File: src/rtl/io_mailbox_pkg.sv
// io_mailbox_pkg: shared FSM states, opcodes and status bit positions
package io_mailbox_pkg;
  typedef enum logic [1:0] {IDLE = 2'd0, ISSUE = 2'd1, ACK = 2'd2} state_t;
  localparam logic [3:0] OP_CLR_EVT = 4'd0;
  localparam int STAT_ACK  = 31;
  localparam int STAT_BUSY = 30;
  localparam int STAT_JUMP = 1;
  localparam int STAT_EVT  = 0;
endpackage

File: src/rtl/io_debounce.sv
// io_debounce: 2-flop synchronizer plus counter debounce for a raw pushbutton
//   clock, reset : shared clock, async active-high reset
//   raw          : asynchronous button input
//   level        : debounced stable level
//   rise         : one-clock pulse when level goes 0->1
module io_debounce #(
  parameter int DEBOUNCE_CYCLES = 250000
) (
  input  logic clock,
  input  logic reset,
  input  logic raw,
  output logic level,
  output logic rise
);
  localparam int CW = DEBOUNCE_CYCLES > 1 ? $clog2(DEBOUNCE_CYCLES) : 1;
  logic [1:0] sync;
  logic [CW-1:0] cnt;
  always_ff @(posedge clock or posedge reset)
    if (reset) begin
      sync  <= '0;
      cnt   <= '0;
      level <= 1'b0;
      rise  <= 1'b0;
    end else begin
      sync <= {sync[0], raw};
      rise <= 1'b0;
      if (sync[1] == level) cnt <= '0;
      else if (cnt == CW'(DEBOUNCE_CYCLES - 1)) begin
        level <= sync[1];
        rise  <= sync[1];
        cnt   <= '0;
      end else cnt <= cnt + 1'b1;
    end
endmodule

File: src/rtl/io_mailbox.sv
// io_mailbox: toggle-handshake command mailbox, debounced jump button and frame counter
//   clock, reset     : shared clock, async active-high reset
//   r16, r17         : processor command (bit 31 toggle, 3:0 opcode) and payload
//   r20, r22         : status (ack, busy, jump level, jump event) and frame count
//   btn_jump         : raw pushbutton
//   cmd_valid/op/data, cmd_ready : peripheral command handshake
//   frame_tick       : one-clock pulse per frame
module io_mailbox
  import io_mailbox_pkg::*;
#(
  parameter int DEBOUNCE_CYCLES = 250000,
  parameter int FRAME_CYCLES    = 416667
) (
  input  logic        clock,
  input  logic        reset,
  input  logic [31:0] r16,
  input  logic [31:0] r17,
  output logic [31:0] r20,
  output logic [31:0] r22,
  input  logic        btn_jump,
  output logic        cmd_valid,
  output logic [3:0]  cmd_op,
  output logic [31:0] cmd_data,
  input  logic        cmd_ready,
  output logic        frame_tick
);
  localparam int FW = FRAME_CYCLES > 1 ? $clog2(FRAME_CYCLES) : 1;
  state_t state, state_n;
  logic ack, busy, evt, level, rise, req, clr, term, unused_bits;
  logic [FW-1:0] fcnt;
  assign unused_bits = ^r16[30:4];
  assign req  = r16[31] != ack;
  assign clr  = state == ACK && cmd_op == OP_CLR_EVT;
  assign term = fcnt == FW'(FRAME_CYCLES - 1);
  io_debounce #(.DEBOUNCE_CYCLES(DEBOUNCE_CYCLES)) u_debounce (
    .clock(clock),
    .reset(reset),
    .raw(btn_jump),
    .level(level),
    .rise(rise)
  );
  // cmd_valid is always high in ISSUE, so cmd_ready alone completes the handshake
  always_comb
    state_n = state == IDLE  ? (req ? (r16[3:0] != OP_CLR_EVT ? ISSUE : ACK) : IDLE) :
              state == ISSUE ? (cmd_ready ? ACK : ISSUE) : IDLE;
  always_comb begin
    r20 = '0;
    r20[STAT_ACK]  = ack;
    r20[STAT_BUSY] = busy;
    r20[STAT_JUMP] = level;
    r20[STAT_EVT]  = evt;
  end
  always_ff @(posedge clock or posedge reset)
    if (reset) begin
      state     <= IDLE;
      ack       <= 1'b0;
      busy      <= 1'b0;
      evt       <= 1'b0;
      cmd_valid <= 1'b0;
      cmd_op    <= '0;
      cmd_data  <= '0;
    end else begin
      state     <= state_n;
      busy      <= state_n != IDLE;
      cmd_valid <= state_n == ISSUE;
      if (state == IDLE && req) begin
        cmd_op   <= r16[3:0];
        cmd_data <= r17;
      end
      if (state == ACK) ack <= ~ack;
      // a debounced rise in the same cycle as a clear keeps the event set
      evt <= rise | (evt & ~clr);
    end
  always_ff @(posedge clock or posedge reset)
    if (reset) begin
      fcnt       <= '0;
      frame_tick <= 1'b0;
      r22        <= '0;
    end else begin
      fcnt       <= term ? '0 : fcnt + 1'b1;
      frame_tick <= term;
      r22        <= r22 + 32'(term);
    end
endmodule

File: config.mk
export PLATFORM = sky130hd
export DESIGN_NAME = io_mailbox
export DESIGN_NICKNAME = d
export VERILOG_FILES = /design/src/rtl/io_mailbox_pkg.sv /design/src/rtl/io_debounce.sv /design/src/rtl/io_mailbox.sv
export SDC_FILE = /design/constraint.sdc
export NUM_CORES = 1
export LEC_CHECK = 0
export CELL_PAD_IN_SITES_DETAIL_PLACEMENT = 1
export CELL_PAD_IN_SITES_GLOBAL_PLACEMENT = 2
export CORE_MARGIN = 2
export CORE_UTILIZATION = 29
export CTS_CLUSTER_SIZE = 8
export DETAILED_ROUTE_END_ITERATION = 7
export GPL_TIMING_DRIVEN = 0
export HOLD_SLACK_MARGIN = 0.05
export PLACE_DENSITY = 0.91
export SETUP_SLACK_MARGIN = 0.4
export SYNTH_ARGS = -nofsm -noshare
export SYNTH_HDL_FRONTEND = slang
export SYNTH_SLANG_ARGS = --single-unit
File: constraint.sdc
create_clock -name clock -period 4.8 [get_ports clock]
set_input_delay 0.96 -clock clock [delete_from_list [all_inputs] [get_ports clock]]
set_output_delay 0.96 -clock clock [all_outputs]
set_load 0.005 [all_outputs]
# Word-level counts from Yosys, hierarchy flattened
# Index checks and enable logic that the tools add are counted.
[classes] addsub=3 eq_ne=7 reduce_logical=7 n_mux=10 n_bitwise=5
[op_table] operator="two-way mux 18 bit" n=2
[op_table] operator="adder 32 x 1 -> 32 bit" n=1
[op_table] operator="adder 19 x 1 -> 19 bit, second input constant" n=1
[op_table] operator="== test 19 bit, second input constant" n=1
[op_table] operator="two-way mux 19 bit" n=1
[op_table] operator="adder 18 x 1 -> 18 bit, second input constant" n=1
[op_table] operator="== test 18 bit, second input constant" n=1
[op_table] operator="two-way mux 2 bit" n=5
[op_table] operator="== test 2 x 1 -> 1 bit, second input constant" n=2
[op_table] operator="zero test 4 bit" n=1
[op_table] operator="nonzero test 4 bit" n=1
[op_table] operator="NOT 1 bit" n=3
[op_table] operator="== test 2 bit, second input constant" n=1
[op_table] operator="logical AND 1 bit" n=2
[op_table] operator="zero test 2 bit" n=1
[op_table] operator="two-way mux 1 bit" n=2
[op_table] operator="AND reduction 2 bit" n=1
[op_table] operator="nonzero test 2 bit" n=1
[op_table] operator="bitwise AND 1 bit" n=1
[op_table] operator="== test 1 bit" n=1
[op_table] operator="!= test 1 bit" n=1
[op_table] operator="bitwise OR 1 bit" n=1
[word_totals] ff_bits=116 word_cells=46 output_inout_bits=102 in_bits=68

# Logic depth before layout (Yosys ltp)
[depth] ltp_word=5 ltp_mapped=12 mapped_depth_nobuf=10

# Hierarchy
# From an unflattened synthesis, not the netlist that was laid out.
[unflattened] cells_unflattened=446 hier_area_um2=5285.1
[modules_own_cells] mod="io_mailbox" n_inst=1 area_per_inst_um2=4237.8 cells_each=347 seq_area_each_um2=2352.3
[modules_own_cells] mod="io_debounce" n_inst=1 area_per_inst_um2=1047.3 cells_each=99 seq_area_each_um2=550.5

# Worst setup path before layout
# OpenSTA, ideal clock, no wires.
[synth_timing] path_type="flip-flop to flip-flop" from="register fcnt[10]" to="register r22[22]" period_less_slack_ns=2.892 path_stages_with_launch=11 required_ns=4.676 setup_time_ns=0.124 setup_slack_ns=1.908 t_arrival_ns=2.768 path_buffers=2 path_cell_list="dfrtp_1 > or4b_1 > or4_4 > nor2_4 > buf_6 > ha_1 > nand2_1 > nor4_1 > buf_2 > nand4_1 > xnor2_1"
[synth_via] elab_chain_len=2
[synth_lines] element="from (decl)" line_no="io_mailbox.sv:30" text="logic [FW-1:0] fcnt;"
[synth_lines] element="from (signal assigned)" line_no="io_mailbox.sv:80" text="fcnt <= term ? '0 : fcnt + 1'b1;"
[synth_lines] element="== test 19 bit" line_no="io_mailbox.sv:34" text="assign term = fcnt == FW'(FRAME_CYCLES - 1);"
[synth_lines] element="via term" line_no="io_mailbox.sv:29" text="logic ack, busy, evt, level, rise, req, clr, term, unused_bits;"
[synth_lines] element="adder 32 x 1 -> 32 bit" line_no="io_mailbox.sv:82" text="r22 <= r22 + 32'(term);"
[synth_lines] element="to (signal assigned)" line_no="io_mailbox.sv:82"
[synth_lines] element="to (decl)" line_no="io_mailbox.sv:19" text="output logic [31:0] r22,"
# The timed path passes the listed nets, and every way through them passes these cells.
# A chain may end at the register's enable or synchronous reset.

# Worst setup path in the final report
[layout_timing] from="register fcnt[13]" to="register r22[22]"
# The elaborated chain is that of the path after synthesis.

==> impl_metrics.toml <==
[outcome]
status = "finished clean"

[critical_path]
cp_top_family = "simple AND/OR/NAND/NOR gates"
critical_path_class = "reg2reg"
cp_num_buf_inv = 2
crit_path_start = "fcnt[13]$_DFF_PP0_"
arrival_ns = 3.80
cp_num_cells = 10
crit_fanout = 12
regToRegSetupSlack_ns = 1.29
reg2reg_to = "r22[22]$_DFF_PP0_"
r2r_start = "fcnt[13]$_DFF_PP0_"
required_ns = 5.09
cp-start-kind = "flop"
worst_setup_path_end_kind = "flop"
cpPeakStageDelay_ns = 0.66
path_cells = "or4b_1 -> or4_4 -> nor2_4 -> buf_6 -> ha_1 -> nand2_1 -> nor4_1 -> buf_2 -> nand4_1 -> xnor2_1"
reg2reg_depth = 10
slowest_stage = "nor4_1"
crit_end = "r22[22]$_DFF_PP0_"

[power_and_ir_drop]
p_switching_mw = 0.814
p_sw_share_pct = 24.4
internal_power_mw = 2.52
p_leak_nw = 3.20
cellPowerDensity_mw_per_mm2 = 453
p_total_mw = 3.34
ir_worst_vdd_uv = 249
power_frac_clock_pct = 37.0
pwr-share-comb_pct = 25.2
seq_power_share_pct = 37.8

[synthesis]
async_flop_share_pct = 100
synth-edff-count = 0
yosysWarnings = 0
netlist_area_mm2 = 0.00523
syn_inst = 444
yosysSeqAreaShare_pct = 55.5
synthDominantCellAreaShare_pct = 55.5
synth-seq-cells = 116
yosysTopAreaCell = "dfrtp_1"
synth.distinct_cells = 42
synthFlopType = "dfrtp_1"
avgSynthCellArea_um2 = 11.8
synth_area_leaders = "dfrtp_1 56%, mux2_2 8.0%, xnor2_1 7.2%, buf_4 4.6%, nand3_1 3.2%"

[sta]
max_freq_ghz = 0.285
slew_headroom_pct = 53.1
hold_viol_final = 0
slew_violations = 0
skew_ns = 0.00635
finalWorstSetupSlack_ns = 1.29
finalWorstPathRequiredPeriod_ns = 3.51
rsz0062_at_grt = "no"
setup_viol = 0
fin_crit_sh_pct = 73.2
tightest_slew_ns = 0.697

[clock_tree]
postCtsSetupRepairBufs = 0
cts_tree = "built"
cts-root-buf = "clkbuf_16"
cts_buffers = 17
cts_hold_buf = 0
cts.clk_slew.worst_paths_ns = 0.06
cts_sinks = 116
clk_latency_ns = 0.40
cts_max_level = 4
clockBufferDepth = 2
cts_resized = 0

[placed_design]
dp_hpwl_um = 9550
post-place-cells = 815
dpl_cell_area_mm2 = 0.00679
place_ws_ns = 1.29
place.gp.congestion = 0.773
port-buffer-count = 114

[die]
start_util_pct = 29.3
die-area_mm2 = 0.0191
row_count = 49
die_y_um = 138
die_w_um = 138
core-area_mm2 = 0.0178
ios = 170

[layout]
layout_common_cells = "116 x dfrtp_1, 114 x clkdlybuf4s50_1, 43 x xnor2_1"
fin_util_pct = 41.3
diodes = 0
layout_commonest_cell = "dfrtp_1"
fin_area_mm2 = 0.00737
final_cells = 846
drive_above_1_share_pct = 17.8
syn_to_final_growth_pct = 40.9
nets = 678

[worst_hold_path]
hold_path.class = "reg2reg"
hp-start = "u_debounce.sync[0]$_DFF_PP0_"

[flow_run]
cap_violations = 0

[global_routing]
antenna_found_initial = 0
grt_pass1_wl_um = 21900
grt_usage_pct = 14.2
grt_max_degree = 92
grt_pass1_vias = 4289
grt_overflow_total = 0

[route]
vias = 3854
ant_nets = 0
drc = 0
drt_iter0_drc = 130
viasPerCell = 4.56
wl_per_cell_um = 15.4
first_pass_iters = 4
drt_wl_total_um = 13100
[power groups by stage]
stage / logic, mW / registers [mW] / clock network (mW)
global placement: 0.826 / 1.26 / 0
detailed placement: 0.858 / 1.28 / 0
finish: 0.841 / 1.26 / 1.24
global route: 0.902 / 1.28 / 1.32
CTS: 0.861 / 1.26 / 1.26
floorplan: 0.380 / 1.28 / 0
[metal layers]
layer / up-vias / wire length (µm) / global-route usage (%)
met5: - / 0 / 0
met1: 1940 / 5380 / 16.2
met2: 91 / 6990 / 25.6
met4: 0 / 155 / 4.99
li1: 1814 / - / -
met3: 9 / 543 / 3.74
[state kept, by name (all words and copies together) (netlist names), 2 cells and up]
signal,cells
r22,32
cmd_data,32
u_debounce.cnt,18
cmd_op,4
fcnt,19
state,2
u_debounce.sync,2
[cells in the mapped netlist (2+ instances only)]
library cell / n
xor2_1: 16
nand4_1: 14
buf_2: 4
nand2_1: 24
nor4b_1: 2
o22ai_1: 4
nor3_1: 8
and4_1: 7
inv_1: 9
or4_1: 5
ha_1: 5
nand2b_1: 3
xnor2_1: 43
mux2_2: 37
clkbuf_1: 4
nor4_1: 6
or3_1: 4
nand3_1: 33
dfrtp_1: 116
o31ai_1: 3
and3_1: 9
a21oi_1: 5
nand4bb_1: 2
nor2_1: 30
buf_4: 32
o21ai_0: 3
[worst register-to-register path: cells and delay by family (launching register included)]
| kind | cells | cell delay, ns |
|---|---|---|
| xor+xnor | 1 | 0.15 |
| flops | 1 | 0.43 |
| simple gates | 6 | 2.09 |
| buf+inv | 2 | 0.51 |
| fa+ha+maj | 1 | 0.23 |
[area by class of cell]
| cell class | count | area, µm² |
|---|---|---|
| repair buffers | 115 | 1170 |
| clock inverters | 9 | 104 |
| multi-input cells | 304 | 2100 |
| well taps | 229 | 287 |
| clock buffers | 22 | 474 |
| flip-flops and latches | 116 | 2900 |
| plain buffers | 42 | 290 |
| inverters | 9 | 38.8 |
| fillers | 1954 | 10500 |
[per-stage QoR]
stage / TNS, ns / hold slack, ns
after floorplan: 0 / 0.331
after global placement: -109.61 / 0.378
after detailed placement: 0 / 0.375
after CTS: 0 / 0.385
after global routing: 0 / 0.394
final: 0 / 0.365
[how the worst min path moves through the flow]
stage                                               to  slack, ns  cells after the start
after floorplan           u_debounce.sync[1]$_DFF_PP0_       0.33                      0
after global routing      u_debounce.sync[1]$_DFF_PP0_       0.39                      0
after CTS                 u_debounce.sync[1]$_DFF_PP0_       0.38                      0
after detailed placement  u_debounce.sync[1]$_DFF_PP0_       0.37                      0
after global placement    u_debounce.sync[1]$_DFF_PP0_       0.38                      0
final                     u_debounce.sync[1]$_DFF_PP0_       0.37                      0
[cell families after synthesis]
logic type                 synth area share, %
DFF                                       55.5
and+or+nand+nor                           16.3
buffers and inverters                     6.20
AOI/OAI and AO/OA                         2.66
muxes                                     8.16
adders and majority gates                 1.20
xor gates and xnor gates                  9.89
other                                   0.0717
No activity file was read; power rests on OpenSTA's default activity.
